==> src/rtl/ddr_fifo_pkg.sv <==
// Shared definitions for the DDR2 FIFO read path: FSM encoding, burst geometry
// and error-bit positions.
package ddr_fifo_pkg;

  // 4 bits wide so the encoding lines up with the command generator's state.
  typedef enum logic [3:0] {
    ST_IDLE  = 4'd0,
    ST_RUN   = 4'd1,
    ST_DRAIN = 4'd2,
    ST_ERR   = 4'd3
  } rd_state_t;

  localparam int ERR_UNEXP   = 0;
  localparam int ERR_OVF     = 1;
  localparam int ERR_TIMEOUT = 2;
  localparam int ERR_N       = 3;

  // App-side beats per read command: each app word carries two DQ transfers.
  function automatic int beats_of(input int write_burst);
    return write_burst / 2;
  endfunction

endpackage

==> src/rtl/ddr_rd_return_if.sv <==
// Bundle between the memory controller read port, the command generator and
// the output FIFO write port. master drives the block's inputs, slave is the block.
interface ddr_rd_return_if #(
  parameter int DATA_WIDTH = 64
);
  logic                      phy_init_done;
  logic                      enable;
  logic                      rd_addr_en;
  logic                      rd_data_valid;
  logic [2*DATA_WIDTH-1:0]   rd_data_fifo_out;
  logic [9:0]                out_wr_count;
  logic                      out_full;
  logic                      rd_en;
  logic                      out_wr;
  logic [2*DATA_WIDTH-1:0]   out_din;
  logic [3:0]                outstanding;
  logic                      busy;
  logic                      err_unexp;
  logic                      err_ovf;
  logic                      err_timeout;

  modport master (
    output phy_init_done, enable, rd_addr_en, rd_data_valid, rd_data_fifo_out,
           out_wr_count, out_full,
    input  rd_en, out_wr, out_din, outstanding, busy, err_unexp, err_ovf, err_timeout
  );

  modport slave (
    input  phy_init_done, enable, rd_addr_en, rd_data_valid, rd_data_fifo_out,
           out_wr_count, out_full,
    output rd_en, out_wr, out_din, outstanding, busy, err_unexp, err_ovf, err_timeout
  );
endinterface

==> src/rtl/rd_credit_cnt.sv <==
// Read-credit bookkeeping: commands in flight, beat position within the current
// burst, and whether one more read may be granted without risking FIFO overflow.
module rd_credit_cnt
  import ddr_fifo_pkg::*;
#(
  parameter int BEATS           = 4,
  parameter int MAX_OUTSTANDING = 8,
  parameter int FIFO_DEPTH      = 1024
) (
  input  logic       clk_i,
  input  logic       rst_i,
  input  logic       rd_addr_en_i,
  input  logic       rd_data_valid_i,
  input  logic       rd_en_i,
  input  logic [9:0] out_wr_count_i,
  output logic [3:0] outstanding_o,
  output logic       grant_ok_o,
  output logic       sat_err_o
);
  localparam int BW    = (BEATS > 1) ? $clog2(BEATS) : 1;
  localparam int RES_W = 16;

  logic [3:0]       outstanding_q, outstanding_d;
  logic [BW-1:0]    beat_q, beat_d;
  logic             last_beat, inc, dec, at_max;
  logic [RES_W-1:0] reserved;
  logic [4:0]       inflight;

  always_comb begin
    last_beat = rd_data_valid_i && (beat_q == BW'(BEATS - 1));
    at_max    = (outstanding_q == 4'(MAX_OUTSTANDING));
    inc       = rd_addr_en_i;
    dec       = last_beat && (outstanding_q != 4'd0);
    sat_err_o = inc && !dec && at_max;

    outstanding_d = outstanding_q;
    if (inc && !dec && !at_max) outstanding_d = outstanding_q + 4'd1;
    else if (dec && !inc)       outstanding_d = outstanding_q - 4'd1;

    beat_d = beat_q;
    if (rd_data_valid_i) beat_d = last_beat ? '0 : beat_q + BW'(1);

    // A grant being consumed this cycle is not yet in outstanding_q.
    inflight   = 5'(outstanding_q) + 5'(rd_en_i && rd_addr_en_i);
    reserved   = RES_W'(out_wr_count_i) + RES_W'(outstanding_q) * RES_W'(BEATS);
    grant_ok_o = (inflight < 5'(MAX_OUTSTANDING)) &&
                 (reserved + RES_W'(2 * BEATS) <= RES_W'(FIFO_DEPTH));
  end

  always_ff @(posedge clk_i) begin
    if (rst_i) begin
      outstanding_q <= '0;
      beat_q        <= '0;
    end else begin
      outstanding_q <= outstanding_d;
      beat_q        <= beat_d;
    end
  end

  assign outstanding_o = outstanding_q;

endmodule

==> src/rtl/ddr_rd_return.sv <==
// DDR2 read-return path: grants reads when downstream space is guaranteed,
// forwards controller beats to the output FIFO and raises sticky protocol errors.
module ddr_rd_return
  import ddr_fifo_pkg::*;
#(
  parameter int DATA_WIDTH      = 64,
  parameter int WRITE_BURST     = 8,
  parameter int MAX_OUTSTANDING = 8,
  parameter int FIFO_DEPTH      = 1024,
  parameter int TIMEOUT         = 255
) (
  input  logic            sys_clk,
  input  logic            reset,
  ddr_rd_return_if.slave  bus
);
  localparam int BEATS = beats_of(WRITE_BURST);
  localparam int WD_W  = $clog2(TIMEOUT + 1);

  rd_state_t               state_q;
  logic                    rd_en_q;
  logic                    out_wr_q;
  logic [2*DATA_WIDTH-1:0] out_din_q;
  logic [ERR_N-1:0]        err_q, err_det;
  logic [WD_W-1:0]         wdog_q, wdog_d;
  logic                    wdog_fire, grant_ok, sat_err;
  logic [3:0]              outstanding;

  rd_credit_cnt #(
    .BEATS          (BEATS),
    .MAX_OUTSTANDING(MAX_OUTSTANDING),
    .FIFO_DEPTH     (FIFO_DEPTH)
  ) u_credit (
    .clk_i          (sys_clk),
    .rst_i          (reset),
    .rd_addr_en_i   (bus.rd_addr_en),
    .rd_data_valid_i(bus.rd_data_valid),
    .rd_en_i        (rd_en_q),
    .out_wr_count_i (bus.out_wr_count),
    .outstanding_o  (outstanding),
    .grant_ok_o     (grant_ok),
    .sat_err_o      (sat_err)
  );

  always_comb begin
    wdog_d    = wdog_q;
    wdog_fire = 1'b0;
    if (bus.rd_data_valid || outstanding == 4'd0) begin
      wdog_d = '0;
    end else if (wdog_q != WD_W'(TIMEOUT)) begin
      wdog_d    = wdog_q + WD_W'(1);
      wdog_fire = (wdog_q == WD_W'(TIMEOUT - 1));
    end

    err_det              = '0;
    err_det[ERR_UNEXP]   = (bus.rd_data_valid && outstanding == 4'd0) || sat_err;
    err_det[ERR_OVF]     = bus.rd_data_valid && bus.out_full;
    err_det[ERR_TIMEOUT] = wdog_fire;
  end

  // rd_en is decided alongside the next state so it drops in the same cycle ERR/DRAIN is entered.
  always_ff @(posedge sys_clk) begin
    if (reset) begin
      state_q <= ST_IDLE;
      rd_en_q <= 1'b0;
      err_q   <= '0;
      wdog_q  <= '0;
    end else begin
      err_q  <= err_q | err_det;
      wdog_q <= wdog_d;
      if (|err_det) begin
        state_q <= ST_ERR;
        rd_en_q <= 1'b0;
      end else begin
        case (state_q)
          ST_IDLE: begin
            rd_en_q <= 1'b0;
            if (bus.phy_init_done && bus.enable) begin
              state_q <= ST_RUN;
              rd_en_q <= grant_ok;
            end
          end
          ST_RUN: begin
            if (!bus.enable) begin
              state_q <= ST_DRAIN;
              rd_en_q <= 1'b0;
            end else begin
              rd_en_q <= grant_ok;
            end
          end
          ST_DRAIN: begin
            rd_en_q <= 1'b0;
            if (outstanding == 4'd0) state_q <= ST_IDLE;
          end
          default: rd_en_q <= 1'b0;
        endcase
      end
    end
  end

  always_ff @(posedge sys_clk) begin
    if (reset) begin
      out_wr_q  <= 1'b0;
      out_din_q <= '0;
    end else begin
      out_wr_q <= bus.rd_data_valid && !bus.out_full;
      if (bus.rd_data_valid && !bus.out_full) out_din_q <= bus.rd_data_fifo_out;
    end
  end

  assign bus.rd_en       = rd_en_q;
  assign bus.out_wr      = out_wr_q;
  assign bus.out_din     = out_din_q;
  assign bus.outstanding = outstanding;
  assign bus.busy        = (outstanding != 4'd0);
  assign bus.err_unexp   = err_q[ERR_UNEXP];
  assign bus.err_ovf     = err_q[ERR_OVF];
  assign bus.err_timeout = err_q[ERR_TIMEOUT];

endmodule

==> src/flat_wrapper.sv <==
// flat-port wrapper written by rule: the top's interface ports become plain ports
module ddr_rd_return_flat import ddr_fifo_pkg::*;
#(
  parameter int DATA_WIDTH      = 64,
  parameter int WRITE_BURST     = 8,
  parameter int MAX_OUTSTANDING = 8,
  parameter int FIFO_DEPTH      = 1024,
  parameter int TIMEOUT         = 255
)
  (sys_clk, reset, bus_phy_init_done, bus_enable, bus_rd_addr_en, bus_rd_data_valid, bus_rd_data_fifo_out, bus_out_wr_count, bus_out_full, bus_rd_en, bus_out_wr, bus_out_din, bus_outstanding, bus_busy, bus_err_unexp, bus_err_ovf, bus_err_timeout);
  ddr_rd_return_if #(.DATA_WIDTH(DATA_WIDTH)) bus_i ();
  input  logic sys_clk;
  input  logic reset;
  input wire logic [$bits(bus_i.phy_init_done)-1:0] bus_phy_init_done;
  input wire logic [$bits(bus_i.enable)-1:0] bus_enable;
  input wire logic [$bits(bus_i.rd_addr_en)-1:0] bus_rd_addr_en;
  input wire logic [$bits(bus_i.rd_data_valid)-1:0] bus_rd_data_valid;
  input wire logic [$bits(bus_i.rd_data_fifo_out)-1:0] bus_rd_data_fifo_out;
  input wire logic [$bits(bus_i.out_wr_count)-1:0] bus_out_wr_count;
  input wire logic [$bits(bus_i.out_full)-1:0] bus_out_full;
  output wire logic [$bits(bus_i.rd_en)-1:0] bus_rd_en;
  output wire logic [$bits(bus_i.out_wr)-1:0] bus_out_wr;
  output wire logic [$bits(bus_i.out_din)-1:0] bus_out_din;
  output wire logic [$bits(bus_i.outstanding)-1:0] bus_outstanding;
  output wire logic [$bits(bus_i.busy)-1:0] bus_busy;
  output wire logic [$bits(bus_i.err_unexp)-1:0] bus_err_unexp;
  output wire logic [$bits(bus_i.err_ovf)-1:0] bus_err_ovf;
  output wire logic [$bits(bus_i.err_timeout)-1:0] bus_err_timeout;
  assign bus_i.phy_init_done = bus_phy_init_done;
  assign bus_i.enable = bus_enable;
  assign bus_i.rd_addr_en = bus_rd_addr_en;
  assign bus_i.rd_data_valid = bus_rd_data_valid;
  assign bus_i.rd_data_fifo_out = bus_rd_data_fifo_out;
  assign bus_i.out_wr_count = bus_out_wr_count;
  assign bus_i.out_full = bus_out_full;
  assign bus_rd_en = bus_i.rd_en;
  assign bus_out_wr = bus_i.out_wr;
  assign bus_out_din = bus_i.out_din;
  assign bus_outstanding = bus_i.outstanding;
  assign bus_busy = bus_i.busy;
  assign bus_err_unexp = bus_i.err_unexp;
  assign bus_err_ovf = bus_i.err_ovf;
  assign bus_err_timeout = bus_i.err_timeout;
  ddr_rd_return #(.DATA_WIDTH(DATA_WIDTH), .WRITE_BURST(WRITE_BURST), .MAX_OUTSTANDING(MAX_OUTSTANDING), .FIFO_DEPTH(FIFO_DEPTH), .TIMEOUT(TIMEOUT)) u_core (.sys_clk(sys_clk), .reset(reset), .bus(bus_i));
endmodule
==> config.mk <==
export PLATFORM = sky130hd
export DESIGN_NAME = ddr_rd_return_flat
export DESIGN_NICKNAME = d
export VERILOG_FILES = /design/src/rtl/ddr_fifo_pkg.sv /design/src/rtl/ddr_rd_return_if.sv /design/src/rtl/rd_credit_cnt.sv /design/src/rtl/ddr_rd_return.sv /design/src/flat_wrapper.sv
export SDC_FILE = /design/constraint.sdc
export NUM_CORES = 1
export LEC_CHECK = 0
export CAP_MARGIN = 20
export CORE_MARGIN = 5
export CORE_UTILIZATION = 40
export CTS_CLUSTER_DIAMETER = 100
export DETAILED_ROUTE_END_ITERATION = 10
export PLACE_DENSITY = 0.84
export SYNTH_ARGS = -nofsm -noshare
export SYNTH_HDL_FRONTEND = slang
export SYNTH_HIERARCHICAL = 1
export SYNTH_SLANG_ARGS = --single-unit
==> constraint.sdc <==
create_clock -name sys_clk -period 4.6 [get_ports sys_clk]
set_input_delay 1.38 -clock sys_clk [delete_from_list [all_inputs] [get_ports sys_clk]]
set_output_delay 1.38 -clock sys_clk [all_outputs]
set_load 0.03 [all_outputs]
==> results by group, run 1 <==
Min path
  • Worst min path class: flip-flop to flip-flop
  • Hold path depth: 2
  • Hold EP: u_core/bus.out_din[28]$_SDFFE_PP0P_
  • Hold_sp: u_core/bus.out_din[28]$_SDFFE_PP0P_

Placed design
  • Dpl ws: 522 ps
  • Placement-stage cell area: 8720 µm²
  • Port Buffer Count: 282
  • Number of cells after detailed placement: between 1000 and 1500
  • Dpl hpwl: 12.5 mm
  • RD Place Congestion: ~0.83

Die
  • Ports: approximately 280
  • Die H: 130 µm
  • Die area: 16900 µm²
  • Overall die width: 130 µm
  • Core Rows: 44
  • Initial core utilization: 40.2%
  • Core area: 14400 µm²

Worst setup path
  • CP startpoint kind: input pin
  • Worst reg2reg path depth: 12
  • WP data required: 4920 ps
  • CP delay by family, top: adder cells
  • Crit path cell chain: clkdlybuf4s50_1, inv_1, ha_1, inv_1, ha_1, inv_1, fa_1, nand3_1, o41ai_2, nand3_1, a211oi_1, nand2_1, nor4b_4
  • WS Path Type: input pin to flip-flop
  • Maximum single-stage delay on the critical path: around 480 ps
  • Critical Path Sink Type: flip-flop
  • Worst R2R Start: u_core/u_credit/outstanding_o[1]$_SDFFE_PP0P_
  • Most used cell, CP: inv_1
  • Slowest cell on crit path: fa_1
  • Arr. time, crit path: 4030 ps
  • R2R setup slack: about 1500 ps
  • CP bufs+invs: 4
  • CP max FO: 2
  • R2R Path End: u_core/bus.rd_en$_SDFF_PP0_

Clock network
  • TritonCTS buffer count: 17
  • TritonCTS clock tree: done
  • Clock Path Buffers: 2
  • Reg clk slew, reported paths: 60 ps
  • Sink Count: 149
  • CTS root buf: clkbuf_16
  • CTS Hold Buffers Added: 0
  • Post-CTS resize count: 0
  • Skew-Pair Late Insertion Delay: around 400 ps
  • CTS H-tree depth: 4
  • Number of setup buffers added after CTS: 0

Synth
  • Mean Syn Cell Area: 8.12 µm²
  • Mapped Cells: just over 700
  • Synthesized area: 5780 µm²
  • Main synth FF type: dfxtp_1
  • Post-synth EDFFs: 0
  • Ys async rst share: 0%
  • Synth top area share: 51.6%
  • Mapped Nets: 874
  • FF+latch count, synth: about 150
  • Warning count from the yosys run: 6
  • Ranking of synthesized cells by area: dfxtp_1, nand2_1, a21oi_1
  • Part of the Yosys area used for sequential elements: 51.6%
  • Cell taking the most area after synthesis: dfxtp_1
  • Yosys cell types: between 40 and 50

Global routing
  • Initial antenna violation count: 0
  • First-pass GRT wire length: about 26 mm
  • Vias in the first global route: approximately 5400
  • GR Overflow Total: 0
  • Tot GR Track Use: roughly a fifth
  • Largest net degree at the start of global routing: 93

Power
  • Net switching fraction of the power: between 20 and 30%
  • Comb power frac: 22.6%
  • Worst VDD drop: 0.205 mV
  • Internal power: 2.52 mW
  • Leak Pwr: 3.46 nW
  • Switching pwr: between 1 and 1.5 mW
  • PD cells: 382 nW/µm²
  • Power, Total: 3.55 mW
  • Clock power share: a little over a third
  • Seq pwr share: 40.8%

Route
  • Post-route ant nets: 0
  • Via density: 4.90
  • Routed WL per cell: roughly 15 µm
  • Initial DRC count: around 290
  • DRT Pass-1 Iters: 4
  • Post-Route WL: ~17 mm
  • # DRC: 0
  • Via count: 5719

Flow run
  • Max Cap Viol: 0

STA
  • Endpoints failing setup: 0
  • Hold WS: around 450 ps
  • Worst-Margin Slew: 790 ps
  • Setup TNS: 0 ps
  • Headroom to the max-slew limit: 47.3%
  • Final worst slack: 883 ps
  • RSZ-0062 raised after global routing: false
  • Final Hold Viols: 0
  • Min Tclk post-route: between 3000 and 4000 ps
  • Fin crit share: roughly four fifths
  • F_max: about 270 MHz
  • Setup Skew: approximately 4.8 ps
  • Slew Limit Fails: 0

Layout
  • Antenna diodes: 0
  • Number of fill cells: 1202
  • Most frequent cells in the layout: clkdlybuf4s50_1, nand2_1, dfxtp_1
  • Area Growth Syn to Fin: 60.6%
  • Final instance area: 9280 µm²
  • Final core occ: 64.6%
  • Commonest non-fill, non-tap cell in the layout: clkdlybuf4s50_1
  • Share of cells above drive strength 1: 4.98%
  • Net count, final: 1134
  • Post-route insts no fill: about 1200

Outcome
  • Status: finished, final reports clean
-- how the worst max path moves through the flow --
stage | from | end | slack [ps] | depth (start not counted)
floorplan | bus_out_wr_count[3] | u_core/bus.rd_en$_SDFF_PP0_ | 1180 | 12
CTS | bus_out_wr_count[3] | u_core/bus.rd_en$_SDFF_PP0_ | 950 | 13
finish | bus_out_wr_count[3] | u_core/bus.rd_en$_SDFF_PP0_ | 880 | 13
detailed placement | bus_out_wr_count[3] | u_core/bus.rd_en$_SDFF_PP0_ | 520 | 13
global route | bus_out_wr_count[3] | u_core/bus.rd_en$_SDFF_PP0_ | 830 | 13
global placement | bus_out_wr_count[3] | u_core/bus.rd_en$_SDFF_PP0_ | 630 | 13
-- cells in the mapped netlist, types with 4 or more instances --
library cell	count
a211oi_1	4
a21oi_1	139
and3_1	4
buf_1	4
buf_2	19
clkbuf_1	22
dfxtp_1	149
ha_1	16
inv_1	12
mux2i_1	5
nand2_1	264
nand3_1	8
nor2_1	16
nor3_1	6
xor2_1	4
-- routing by layer --
layer  part of all wire (%)  up-vias  routed length, µm  GRT usage [%]
li1                       -     2867                  -              -
met5                      0        -                  0              0
met1                     38     2607               6550           22.2
met4                    2.7        0                463           8.25
met3                     11       28               1860           7.61
met2                     49      217               8450           32.6
-- state kept, by name, summed over array words and instances, names as in the netlist --
signal	flops
u_core/bus.out_wr	1
u_core/err_q	3
u_core/bus.rd_en	1
u_core/u_credit/beat_q	2
u_core/wdog_q	8
u_core/bus.out_din	128
u_core/state_q	2
u_core/u_credit/outstanding_o	4
-- tightest hold or removal path: stages (launching register included) --
cell and delay, ps:
dfxtp_1 310, nand2_1 50, a21oi_1 50
-- power groups by stage --
| stage | logic, mW | registers [mW] | clock network, mW |
|---|---|---|---|
| 6_report | 0.801 | 1.45 | 1.30 |
| 5_1_grt | 0.861 | 1.46 | 1.40 |
| 3_5_place_dp | 0.800 | 1.47 | 0 |
| 3_3_place_gp | 0.786 | 1.47 | 0 |
| 4_1_cts | 0.803 | 1.45 | 1.34 |
| 2_1_floorplan | 0.330 | 1.59 | 0 |
-- cell type report --
| type | instances | area, µm² | share of cell area (%) |
|---|---|---|---|
| inverter | 12 | 45.0 | 0.485 |
| sequential | 149 | 2980 | 32.1 |
| clock inverter | 11 | 103 | 1.11 |
| clock buffer | 20 | 457 | 4.92 |
| tap | 184 | 230 | 2.48 |
| timing repair buffer | 287 | 2900 | 31.2 |
| multi-input combinational | 504 | 2570 | 27.7 |
-- kinds of logic after synthesis --
| group | after synthesis | share of synthesized area [%] |
|---|---|---|
| simple gates | 315 | 22.6 |
| mux | 5 | 0.866 |
| fa+ha+maj | 18 | 4.16 |
| buf+inv | 58 | 4.20 |
| xor+xnor | 6 | 0.910 |
| compound gates | 160 | 15.6 |
| flops | 149 | 51.6 |
Power figures use the tool's default switching activity.
==> run 2, diff against run 1 <==
--- a/config.mk
+++ b/config.mk
@@ -7,10 +7,10 @@
 export LEC_CHECK = 0
 export CAP_MARGIN = 20
 export CORE_MARGIN = 5
-export CORE_UTILIZATION = 40
+export CORE_UTILIZATION = 37
 export CTS_CLUSTER_DIAMETER = 100
 export DETAILED_ROUTE_END_ITERATION = 10
-export PLACE_DENSITY = 0.84
+export PLACE_DENSITY = 0.82
 export SYNTH_ARGS = -nofsm -noshare
 export SYNTH_HDL_FRONTEND = slang
 export SYNTH_HIERARCHICAL = 1
==> constraint.sdc (replaced) <==
create_clock -name sys_clk -period 3.05 [get_ports sys_clk]
set_input_delay 0.915 -clock sys_clk [delete_from_list [all_inputs] [get_ports sys_clk]]
set_output_delay 0.915 -clock sys_clk [all_outputs]
set_load 0.03 [all_outputs]
==> results by group, run 2 (same netlist as run 1, synthesis figures left out) <==
Power
  • Worst VDD drop: 0.322 mV
  • PD cells: ~600 nW/µm²
  • Switching pwr: 1.65 mW
  • Clock power share: 39.2%
  • Net switching fraction of the power: approximately 29%
  • Leak Pwr: 3.54 nW
  • Seq pwr share: ~38%
  • Internal power: 4.06 mW
  • Comb power frac: 23.0%

Clock network
  • Skew-Pair Late Insertion Delay: ~410 ps
  • CTS H-tree depth: 4
  • CTS root buf: clkbuf_16
  • Clock Path Buffers: 2
  • CTS Hold Buffers Added: 0
  • TritonCTS clock tree: done
  • Reg clk slew, reported paths: 60 ps
  • Sink Count: 149
  • TritonCTS buffer count: 17

Layout
  • Largest register FFs: 128
  • Net count, final: 1142
  • Area of the multi-input gates: roughly 2600 µm²
  • Storage cell area: 2980 µm²
  • Antenna diodes: 0
  • Commonest non-fill, non-tap cell in the layout: clkdlybuf4s50_1
  • Number of fill cells: approximately 1300
  • Final core occ: approximately 62%
  • Area Growth Syn to Fin: 64.5%
  • Most frequent cells in the layout: clkdlybuf4s50_1, nand2_1, dfxtp_1
  • Share of cells above drive strength 1: 6.45%

Die
  • Initial core utilization: 37.9%
  • Overall die width: approximately 130 µm
  • Die area: about 18000 µm²
  • Core area: 15300 µm²
  • Die H: ~130 µm
  • Core Rows: 45
  • Ports: roughly 280

Route
  • Via count: ~5700
  • Via density: ~4.8
  • # DRC: 0
  • Post-route ant nets: 0
  • DRT Pass-1 Iters: 6
  • Routed WL per cell: 15.0 µm
  • Initial DRC count: 249
  • Post-Route WL: around 18 mm

Worst setup path
  • Crit path cell chain: buf_4, nor4_4, inv_1, clkdlybuf4s50_1
  • Critical Path Sink Type: output pin
  • Maximum single-stage delay on the critical path: 690 ps
  • WP data required: between 2000 and 2500 ps
  • Arr. time, crit path: 2020 ps
  • CP bufs+invs: 3
  • Slowest cell on crit path: clkdlybuf4s50_1
  • CP startpoint kind: flip-flop
  • CP delay by family, top: buffers and inverters
  • CP max FO: 8
  • WS Path Type: flip-flop to output pin

STA
  • Min Tclk post-route: between 2000 and 3000 ps
  • F_max: around 340 MHz
  • Worst-Margin Slew: 769 ps
  • Hold WS: 452 ps
  • Headroom to the max-slew limit: 48.8%
  • Endpoints failing setup: 0
  • Setup Skew: 5.40 ps
  • Final Hold Viols: 0
  • Slew Limit Fails: 0
  • Setup TNS: 0 ps
  • Fin crit share: 96.1%

Global routing
  • GR Overflow Total: 0
  • Tot GR Track Use: 19.1%
  • Initial antenna violation count: 0
  • Largest net degree at the start of global routing: 88
  • First-pass GRT wire length: 28.0 mm
  • Vias in the first global route: between 5000 and 6000

Outcome
  • Status: finished, final reports clean

Placed design
  • Dpl hpwl: between 10 and 15 mm
  • Port Buffer Count: 282
  • RD Place Congestion: between 0.8 and 0.9

Flow run
  • Max Cap Viol: 0

Min path
  • Worst min path class: flip-flop to flip-flop
==> run 2: cell count changes in the layout (fill, tap and decap cells not counted), sizes merged <==
cell,before,now
buf,6,14
bufinv,1,4
clkinv,6,2
clkbuf,20,19
inv,13,16
dlygate4sd2,0,2
clkdlybuf4s50,281,279
==> run 2: power groups by stage <==
stage | Combinational, mW | Sequential (mW) | Clock (mW)
final | 1.31 | 2.16 | 2.24
after global placement | 1.24 | 2.20 | 0
after global routing | 1.41 | 2.18 | 2.39
after floorplan | 0.497 | 2.40 | 0
after CTS | 1.29 | 2.16 | 2.29
after detailed placement | 1.27 | 2.20 | 0
==> run 2: cell type report <==
cell class	instances	share of cell area (%)
Clock inverter	13	2.08
Multi-Input combinational cell	504	27.4
Clock buffer	19	4.56
Inverter	12	0.474
Timing Repair Buffer	295	31.3
Tap cell	211	2.78
Sequential cell	149	31.4
==> run 2: final timing paths <==
| path | to | from | slack [ps] | depth (start not counted) |
|---|---|---|---|---|
| setup reg to reg | u_core/bus.rd_en$_SDFF_PP0_ | u_core/u_credit/outstanding_o[0]$_SDFFE_PP0P_ | 400 | 11 |
| hold / removal | u_core/bus.out_din[23]$_SDFFE_PP0P_ | u_core/bus.out_din[23]$_SDFFE_PP0P_ | 450 | 2 |
| setup / recovery | bus_busy | u_core/u_credit/outstanding_o[0]$_SDFFE_PP0P_ | 120 | 4 |
| hold reg to reg | u_core/bus.out_din[23]$_SDFFE_PP0P_ | u_core/bus.out_din[23]$_SDFFE_PP0P_ | 450 | 2 |
==> run 2: worst register-to-register path, cell delays in order (launching register included) <==
cell      delay [ps]
dfxtp_1          520
ha_2             280
ha_4             140
inv_2             40
fa_1             540
nand3_2           80
buf_4            150
nor3_4           150
a31oi_1          130
a211oi_2         220
nand2_1          110
nor4b_4          200
==> run 2: through the flow <==
stage	setup WS (ps)	cells	cell area [µm²]	power, mW
5_1_grt	-9.07	1203	9500	5.98
6_report	118	1203	9500	5.71
4_1_cts	10.5	1203	9490	5.75
3_5_place_dp	-578	1170	8830	3.47
3_3_place_gp	-449	1170	8830	3.44
2_1_floorplan	93.3	711	5780	2.90
==> run 2: repair_timing <==
item	CTS	global route
setup buffers	1	0
setup endpoints to repair	1	1
gates resized for setup	8	3
pin swaps	9	5
==> run 2: metal layers <==
metal | track usage [%] | part of all wire, % | vias up
li1 | - | - | 2882
met1 | 20.7 | 39 | 2589
met2 | 32.8 | 48 | 236
met3 | 8.12 | 10 | 41
met4 | 8.06 | 2.9 | 0
met5 | 0 | 0 | -
